--- src/rtl/smc_regbank_pkg.sv ---
// Shared register map, ID default and access classes for the SMC register bank slave.
package smc_regbank_pkg;

  localparam int unsigned REG_IDX_W = 8;
  typedef logic [REG_IDX_W-1:0] reg_idx_t;

  localparam reg_idx_t REG_ID         = 8'd0;
  localparam reg_idx_t REG_SCRATCH    = 8'd1;
  localparam reg_idx_t REG_LED        = 8'd2;
  localparam reg_idx_t REG_IRQ_STATUS = 8'd3;
  localparam reg_idx_t REG_IRQ_MASK   = 8'd4;
  localparam reg_idx_t REG_IRQ_FORCE  = 8'd5;
  localparam reg_idx_t REG_CNT_LO     = 8'd6;
  localparam reg_idx_t REG_CNT_HI     = 8'd7;
  localparam reg_idx_t REG_ERR        = 8'd8;

  localparam logic [15:0] ID_DEFAULT = 16'hA55A;

  typedef enum logic [2:0] {
    ACC_RW,
    ACC_RO,
    ACC_W1C,
    ACC_WO,
    ACC_NONE
  } acc_e;

  function automatic acc_e reg_access(input reg_idx_t idx);
    acc_e acc;
    acc = ACC_NONE;
    case (idx)
      REG_ID, REG_CNT_LO, REG_CNT_HI, REG_ERR: acc = ACC_RO;
      REG_SCRATCH, REG_LED, REG_IRQ_MASK:      acc = ACC_RW;
      REG_IRQ_STATUS:                          acc = ACC_W1C;
      REG_IRQ_FORCE:                           acc = ACC_WO;
      default:                                 acc = ACC_NONE;
    endcase
    return acc;
  endfunction

endpackage

--- src/rtl/smc_sync.sv ---
// N-stage flop synchroniser with a configurable per-bit reset value.
module smc_sync #(
  parameter int unsigned WIDTH = 1,
  parameter int unsigned STAGES = 2,
  parameter logic [WIDTH-1:0] RESET_VAL = '0
) (
  input  logic             clk,
  input  logic             rst_n,
  input  logic [WIDTH-1:0] d,
  output logic [WIDTH-1:0] q
);

  logic [WIDTH-1:0] stage [STAGES];

  always_ff @(posedge clk or negedge rst_n) begin
    if (!rst_n) begin
      for (int unsigned i = 0; i < STAGES; i++) stage[i] <= RESET_VAL;
    end else begin
      stage[0] <= d;
      for (int unsigned i = 1; i < STAGES; i++) stage[i] <= stage[i-1];
    end
  end

  assign q = stage[STAGES-1];

endmodule

--- src/rtl/smc_regbank_slave.sv ---
// SMC bus slave: decoded register bank, edge-triggered interrupt controller,
// free-running counter with snapshot-on-read, and saturating error counter.
module smc_regbank_slave
  import smc_regbank_pkg::*;
#(
  parameter int unsigned DATA_W      = 16,
  parameter int unsigned ADDR_W      = 25,
  parameter int unsigned ADDR_LSB    = 1,
  parameter int unsigned REG_AW      = 4,
  parameter int unsigned SYNC_STAGES = 2,
  parameter int unsigned IRQ_W       = 4,
  parameter int unsigned LED_W       = 5,
  parameter logic [15:0] ID_VALUE    = ID_DEFAULT
) (
  input  logic              clk_i,
  input  logic              reset_i,
  input  logic [DATA_W-1:0] data_i,
  output logic [DATA_W-1:0] data_o,
  output logic              data_oe_o,
  input  logic [ADDR_W-1:0] addr_i,
  input  logic              read_i,
  input  logic              write_i,
  input  logic              cs_i,
  input  logic [IRQ_W-1:0]  irq_i,
  output logic              irq_o,
  output logic [LED_W-1:0]  leds_o
);

  logic              rd_act, wr_act;
  logic [1:0]        strb_s, strb_q;
  logic              rd_ev, wr_ev;
  logic [IRQ_W-1:0]  irq_s, irq_q, irq_rise;
  reg_idx_t          ev_sel, rd_sel;
  acc_e              ev_acc;
  logic              err_inc;
  logic              rd_pend;
  logic [REG_AW-1:0] rd_idx;
  logic [DATA_W-1:0] rd_data, scratch, err_cnt, snap;
  logic [LED_W-1:0]  leds;
  logic [IRQ_W-1:0]  status, status_nx, mask;
  logic [2*DATA_W-1:0] cnt;
  logic              unused_addr;

  assign rd_act    = ~cs_i & ~read_i;
  assign wr_act    = ~cs_i & ~write_i;
  assign data_oe_o = rd_act;
  assign leds_o    = leds;
  assign unused_addr = ^addr_i;

  // Strobe chain and edge flop reset to "active" so a strobe held across reset
  // must be seen inactive before it can raise an event.
  smc_sync #(.WIDTH(2), .STAGES(SYNC_STAGES), .RESET_VAL(2'b11)) u_strb_sync (
    .clk(clk_i), .rst_n(reset_i), .d({wr_act, rd_act}), .q(strb_s)
  );

  smc_sync #(.WIDTH(IRQ_W), .STAGES(SYNC_STAGES), .RESET_VAL('0)) u_irq_sync (
    .clk(clk_i), .rst_n(reset_i), .d(irq_i), .q(irq_s)
  );

  assign rd_ev    = strb_s[0] & ~strb_q[0];
  assign wr_ev    = strb_s[1] & ~strb_q[1] & ~rd_ev;
  assign irq_rise = irq_s & ~irq_q;

  assign ev_sel  = REG_IDX_W'(addr_i[ADDR_LSB +: REG_AW]);
  assign rd_sel  = REG_IDX_W'(rd_idx);
  assign ev_acc  = reg_access(ev_sel);
  assign err_inc = (rd_ev && ev_acc == ACC_NONE) ||
                   (wr_ev && (ev_acc == ACC_NONE || ev_acc == ACC_RO));

  // Sets are applied after the W1C clear so a coinciding set wins.
  always_comb begin
    status_nx = status;
    if (wr_ev && ev_sel == REG_IRQ_STATUS) status_nx = status_nx & ~data_i[IRQ_W-1:0];
    if (wr_ev && ev_sel == REG_IRQ_FORCE)  status_nx = status_nx | data_i[IRQ_W-1:0];
    status_nx = status_nx | irq_rise;
  end

  always_comb begin
    rd_data = '0;
    case (rd_sel)
      REG_ID:         rd_data = DATA_W'(ID_VALUE);
      REG_SCRATCH:    rd_data = scratch;
      REG_LED:        rd_data = DATA_W'(leds);
      REG_IRQ_STATUS: rd_data = DATA_W'(status);
      REG_IRQ_MASK:   rd_data = DATA_W'(mask);
      REG_CNT_LO:     rd_data = cnt[DATA_W-1:0];
      REG_CNT_HI:     rd_data = snap;
      REG_ERR:        rd_data = err_cnt;
      default:        rd_data = '0;
    endcase
  end

  always_ff @(posedge clk_i or negedge reset_i) begin
    if (!reset_i) begin
      strb_q  <= 2'b11;
      irq_q   <= '0;
      rd_pend <= 1'b0;
      rd_idx  <= '0;
      data_o  <= '0;
      scratch <= '0;
      leds    <= '0;
      status  <= '0;
      mask    <= '0;
      cnt     <= '0;
      snap    <= '0;
      err_cnt <= '0;
      irq_o   <= 1'b1;
    end else begin
      strb_q  <= strb_s;
      irq_q   <= irq_s;
      cnt     <= cnt + 1'b1;
      status  <= status_nx;
      irq_o   <= ~|(status & mask);
      rd_pend <= rd_ev;
      if (rd_ev) rd_idx <= addr_i[ADDR_LSB +: REG_AW];
      if (rd_pend) begin
        data_o <= rd_data;
        if (rd_sel == REG_CNT_LO) snap <= cnt[2*DATA_W-1:DATA_W];
      end
      if (wr_ev) begin
        case (ev_sel)
          REG_SCRATCH:  scratch <= data_i;
          REG_LED:      leds    <= data_i[LED_W-1:0];
          REG_IRQ_MASK: mask    <= data_i[IRQ_W-1:0];
          default: ;
        endcase
      end
      if (err_inc && ~&err_cnt) err_cnt <= err_cnt + 1'b1;
    end
  end

endmodule

--- config.mk ---
export PLATFORM = sky130hd
export DESIGN_NAME = smc_regbank_slave
export DESIGN_NICKNAME = d
export VERILOG_FILES = /design/src/rtl/smc_regbank_pkg.sv /design/src/rtl/smc_sync.sv /design/src/rtl/smc_regbank_slave.sv
export SDC_FILE = /design/constraint.sdc
export NUM_CORES = 1
export LEC_CHECK = 0
export CAP_MARGIN = 20
export CORE_ASPECT_RATIO = 2
export CORE_UTILIZATION = 55
export CTS_BUF_LIST = sky130_fd_sc_hd__clkbuf_4
export DETAILED_ROUTE_END_ITERATION = 12
export PLACE_DENSITY = 0.81
export SKIP_LAST_GASP = 1
export SYNTH_ARGS = -nofsm -noshare
export SYNTH_HDL_FRONTEND = slang
export SYNTH_SLANG_ARGS = --single-unit
--- constraint.sdc ---
create_clock -name clk_i -period 2.3 [get_ports clk_i]
set_input_delay 0.345 -clock clk_i [delete_from_list [all_inputs] [get_ports clk_i]]
set_output_delay 0.345 -clock clk_i [all_outputs]
set_load 0.05 [all_outputs]
# [Word-level counts from Yosys, hierarchy flattened]
# Memories as Yosys holds them, arrays and structs flattened.
# Index checks and enable logic that the tools add are counted.
[word_totals] regBits=133 mem_bits_ro=48 output_inout_bits=23 word_cells=71 memories=1
[op_classes] n_addsub=2 eq_ne=14 mux=3 n_bitwise=18 n_reduce_logical=16
[mem_list] name="(name not given)" depth=16 width=3 read_ports=1 rd_clocked_by_memory_dff=0 write_ports=0 line_no="smc_regbank_pkg.sv:30" rtl="case (idx)"
[op_table] operator="$pmux 16 s8" n=1
[op_table] operator="$add 32x1->32 const B" n=1
[op_table] operator="$eq 4x3->1 const B" n=5
[op_table] operator="$add 16x1->16 const B" n=1
[op_table] operator="$eq 4x2->1 const B" n=4
[op_table] operator="$reduce_and 16->1" n=1
[op_table] operator="$and 4x4->4" n=3
[op_table] operator="$eq 4x1->1 const B" n=2
[op_table] operator="$logic_not 8->1" n=1
[op_table] operator="$mux 4" n=2
[op_table] operator="$not 4->4" n=2
[op_table] operator="$or 4x4->4" n=2
[op_table] operator="$reduce_and 2->1" n=4
[op_table] operator="$not 1->1" n=6
[op_table] operator="$and 1x1->1" n=5
[op_table] operator="$logic_and 1x1->1" n=5
[op_table] operator="$eq 4x4->1 const B" n=1
[op_table] operator="$reduce_or 4->1" n=1
[op_table] operator="$eq 3x1->1 const B" n=1
[op_table] operator="$eq 3x3->1 const B" n=1
[op_table] operator="$logic_not 1->1" n=2
[op_table] operator="$logic_or 1x1->1" n=2

# [Longest topological paths before layout]
[logic_depth] word_depth=9 mapped_depth=8

# [Modules after synthesis]
# From an unflattened synthesis, not the netlist that was laid out.
[unflattened] cells_unflattened=490 hier_area_um2=5958.2
[modules_own_cells] module="smc_regbank_slave" n_inst=1 cells_each=472 area_per_inst_um2=5607.9
[modules_own_cells] module="smc_sync (u_irq_sync)" n_inst=1 cells_each=12 area_per_inst_um2=230.2
[modules_own_cells] module="smc_sync (u_strb_sync)" n_inst=1 cells_each=6 area_per_inst_um2=120.1

# [Worst setup path after synthesis]
# OpenSTA, ideal clock, no wires.
[synth_timing] path_type="flip-flop to flip-flop" start="register strb_q[0]" end="register err_cnt[1]" setup_time_ns=0.125 arrival_time_ns=1.946 required_ns=2.175 path_slack_ns=0.228 path_stages_with_launch=7 n_path_buf=1 period_less_slack_ns=2.072 path_cell_list="dfstp_2 nor2b_4 buf_6 or3b_4 a211oi_4 and2b_2 mux2_4"
[synth_via] elab_chain_cells=7
[synth_lines] element="from (decl)" line_no="smc_regbank_slave.sv:30" rtl="logic [1:0] strb_s, strb_q;"
[synth_lines] element="from (signal assigned)" line_no="smc_regbank_slave.sv:109" rtl="strb_q <= strb_s;"
[synth_lines] element="$not 1->1 (*)" line_no="smc_regbank_slave.sv:60" rtl="assign rd_ev = strb_s[0] & ~strb_q[0];"
[synth_lines] element="$and 1x1->1 (*)" line_no="smc_regbank_slave.sv:60"
[synth_lines] element="named net rd_ev" line_no="smc_regbank_slave.sv:31" rtl="logic rd_ev, wr_ev;"
[synth_lines] element="$not 1->1" line_no="smc_regbank_slave.sv:61" rtl="assign wr_ev = strb_s[1] & ~strb_q[1] & ~rd_ev;"
[synth_lines] element="$and 1x1->1" line_no="smc_regbank_slave.sv:61"
[synth_lines] element="$logic_and 1x1->1" line_no="smc_regbank_slave.sv:68" rtl="(wr_ev && (ev_acc == ACC_NONE || ev_acc == ACC_RO));"
[synth_lines] element="$logic_or 1x1->1 (*)" line_no="smc_regbank_slave.sv:67" rtl="assign err_inc = (rd_ev && ev_acc == ACC_NONE) ||"
[synth_lines] element="$logic_and 1x1->1 (*)" line_no="smc_regbank_slave.sv:128" rtl="if (err_inc && ~&err_cnt) err_cnt <= err_cnt + 1'b1;"
[synth_lines] element="to (signal assigned)" line_no="smc_regbank_slave.sv:128"
[synth_lines] element="to (decl)" line_no="smc_regbank_slave.sv:38" rtl="logic [DATA_W-1:0] rd_data, scratch, err_cnt, snap;"
# The timed path passes the listed nets; every way through them passes the cells marked *.
# A chain may end at the register's enable or synchronous reset.

# [Final worst setup path]
[layout_timing] start="register rd_idx[2]" end="register data_o[5]"
[layout_via] elab_chain_cells=2
[layout_lines] element="from (decl)" line_no="smc_regbank_slave.sv:37" rtl="logic [REG_AW-1:0] rd_idx;"
[layout_lines] element="from (signal assigned)" line_no="smc_regbank_slave.sv:115" rtl="if (rd_ev) rd_idx <= addr_i[ADDR_LSB +: REG_AW];"
[layout_lines] element="$eq 4x4->1 (tied with other cells)" line_no="smc_regbank_slave.sv:80" rtl="case (rd_sel)"
[layout_lines] element="$pmux 16 s8 (*)" line_no="smc_regbank_slave.sv:80"
[layout_lines] element="to (signal assigned)" line_no="smc_regbank_slave.sv:117" rtl="data_o <= rd_data;"
[layout_lines] element="to (decl)" line_no="smc_regbank_slave.sv:18" rtl="output logic [DATA_W-1:0] data_o,"
# Every way passes the cells marked *; elsewhere a longest branch is shown, timed or not.

==> results.toml <==
[outcome]
outcome = "finished, final reports clean"

[clock_tree]
htree_num_levels = 4
clk_latency_ns = 0.54
post-cts-setup-buffer-count = 0
cts_max_path_buffers = 2
cts_sinks = 133
cts_tree = "yes"
cts_root_buf = "clkbuf_4"
cts_made_buffers = 17
clk_pin_slew_ns = 0.11

[worst_setup_path]
cp-endpoint = "data_o[5]"
critical_path_class = "flip-flop to flip-flop"
r2r_setup_slack_ns = 0.03
setup.worst_path.start = "rd_idx[2]"
r2r_start = "rd_idx[2]"
rr_worst_depth = 5
critPathLaunchType = "flip-flop"
rr_endpoint = "data_o[5]"
worstPathArrival_ns = 2.67
worstPathRequired_ns = 2.70
end_kind = "flip-flop"
worstPathMaxFanout = 12

[synth]
syn_inst = 477
synth_most_common_cell = "dfrtp_1"
synthArstFlopShare = 1.00
ys.flop_type = "dfrtp_1"
yosysTopAreaCell = "dfrtp_1"
synth_cell_types = 55
netlist_top_cells_count = "dfrtp_1, mux2_2, xnor2_1"
synth_seq_cells = 133
synth-edff-count = 0
synth.area.top_cells = "dfrtp_1, mux2_2, xnor2_1"
synth_nets = 529
ys_seq_area_frac = 0.572
synth_area_per_cell_um2 = 12.2
ys_warn_count = 0
yosys.area.top_type_share = 0.540
syn_area_um2 = 5830

[finish]
nets = 599
final_layout_size_suffix_gt1_frac = 0.205
fin_util = 0.676
fin_area_um2 = 6900
syn2layout_area_growth_pct = 18.3

[timing]
fin_crit_sh = 0.987
setup_slack_ns = 0.0300
final.min_clock_period_ns = 2.27
slew_headroom = 0.549
rsz0062_at_grt = "no"
drv_slew = 0
fin_tns_setup_ns = 0
tightest_slew_ns = 0.677
fin_skew_ns = 0.0189
setup_viol = 0
hold_violations = 0
timing.hold.ws_ns = 0.246
fmax_mhz = 441

[drt]
via_per_inst = 6.15
drc_errors = 0
first_iter_violations = 361
via_count = 4283
antenna_left = 0
wirelength_mm = 13.9
wl_per_cell_um = 20.0
drtPass1Iterations = 6

[grt]
grt_pass1_wl_mm = 22.4
grt_start_max_net_pins = 50
grt-ovfl-total = 0
grt_pass1_vias = 4405
grt.total_usage = 0.281
grt_antenna_before_repair = 1

[run]
maxCapViolCount = 0

[place]
place.gp.congestion = 0.889
place_worst_setup_slack_ns = -0.0468
post_dp_cell_area_um2 = 6590
io_buffers = 51
hpwlAfterDp_mm = 10.1

[floorplanning]
die_area_um2 = 11000
fp.dieH_um = 148
ioPinCount = 73
fp-row-count = 52
core-area_um2 = 10200
initial_core_util = 0.571
die_x_um = 74.8

[power_and_ir_drop]
clockPowerShare = 0.293
swShare = 0.307
power_density_nw_per_um2 = 783
pwr-share-comb = 0.199
peakVddDrop_uv = 447
p_switching_mw = 1.66
seqPwrFrac = 0.509
p_int_mw = 3.75
leakagePower_nw = 3.02

[min_path]
hold_class = "primary input to flip-flop"
kinds of logic (layout without fill, tap and decap cells):
| family | count (synthesis) | in the layout | synth area share |
|---|---|---|---|
| flops | 133 | 133 | 0.572 |
| simple gates | 128 | 128 | 0.131 |
| compound gates | 80 | 80 | 0.103 |
| mux | 48 | 48 | 0.0937 |
| buf+inv | 44 | 127 | 0.0326 |
| xor+xnor | 42 | 42 | 0.0631 |
| fa+ha+maj | 2 | 2 | 0.00429 |
| other cells | 0 | 1 | 0 |
timing repair:
item,CTS,global route
setup endpoints to repair,1,2
pin swaps,0,1
resized for setup,1,2
hold buffers,1,0
hold endpoints to repair,40,0
critical path, cell delays in order, from the launching register on:
cell	delay, ns
dfrtp_1	0.52
nor2_1	0.19
and3_1	0.40
a222oi_1	0.69
a21boi_0	0.25
o22ai_1	0.09
area by class of cell:
class	count	area, µm²
Sequential cell	133	3340
Fill cell	772	3310
Multi-Input combinational cell	300	2320
Timing Repair Buffer	71	696
Tap cell	135	169
Clock buffer	20	150
Clock inverter	12	136
Inverter	24	90.1
Antenna cell	1	2.50
power groups by stage:
stage	sequential [mW]	clock, mW	combinational (mW)
detailed placement	2.78	0	1.06
global placement	2.77	0	1.02
finish	2.75	1.58	1.07
CTS	2.74	1.60	1.07
global route	2.77	1.71	1.15
floorplan	2.92	0	0.467
layer usage:
metal	GRT usage	up-vias	routed length, µm	part of all wire
li1	-	1883	-	-
met1	0.303	2136	4820	0.35
met2	0.472	189	7440	0.53
met3	0.0566	75	720	0.052
met4	0.201	0	951	0.068
met5	0	-	0	0
layout by cell type, fill, tap and decap left out, types with 5 or more instances in the layout:
cell type | Yosys | routed
dfrtp_1 | 126 | 125
clkdlybuf4s50_1 | 0 | 49
mux2_2 | 45 | 45
xnor2_1 | 34 | 34
nand2_1 | 26 | 26
inv_1 | 24 | 24
clkbuf_4 | 0 | 20
nand3_1 | 19 | 19
buf_4 | 1 | 18
o22ai_1 | 17 | 17
nand4_1 | 14 | 14
nor2_1 | 14 | 14
and3_1 | 12 | 12
a222oi_1 | 12 | 12
nor2b_1 | 9 | 9
xor2_1 | 8 | 8
a21oi_1 | 8 | 8
o21ai_0 | 8 | 8
and2_1 | 7 | 7
dfstp_2 | 7 | 7
a21boi_0 | 6 | 6
and4_1 | 5 | 5
a22o_1 | 5 | 5
o21a_1 | 5 | 5
how the worst min path moves through the flow:
stage                   startpoint             endpoint  slack, ns  cells past startpoint
5_1_grt                   irq_i[2]  u_irq_sync.stage[6]       0.21                      1
6_report                  irq_i[2]  u_irq_sync.stage[6]       0.25                      1
4_1_cts                   irq_i[2]  u_irq_sync.stage[6]       0.22                      1
2_1_floorplan              reset_i               cnt[0]       0.05                      0
3_5_place_dp   u_irq_sync.stage[7]      u_irq_sync.q[3]       0.33                      0
3_3_place_gp   u_irq_sync.stage[7]      u_irq_sync.q[3]       0.34                      0
flip-flops by register name (all words and copies together) (netlist names), 5 cells and up:
| signal | cells |
|---|---|
| scratch | 16 |
| err_cnt | 16 |
| data_o | 16 |
| leds_o | 5 |
| snap | 16 |
| cnt | 32 |
metrics by stage:
step | power [mW] | std cells
final | 5.41 | 696
after global routing | 5.63 | 696
after CTS | 5.42 | 695
after detailed placement | 3.84 | 662
after global placement | 3.80 | 662
after floorplan | 3.38 | 477
Power figures use the tool's default switching activity.
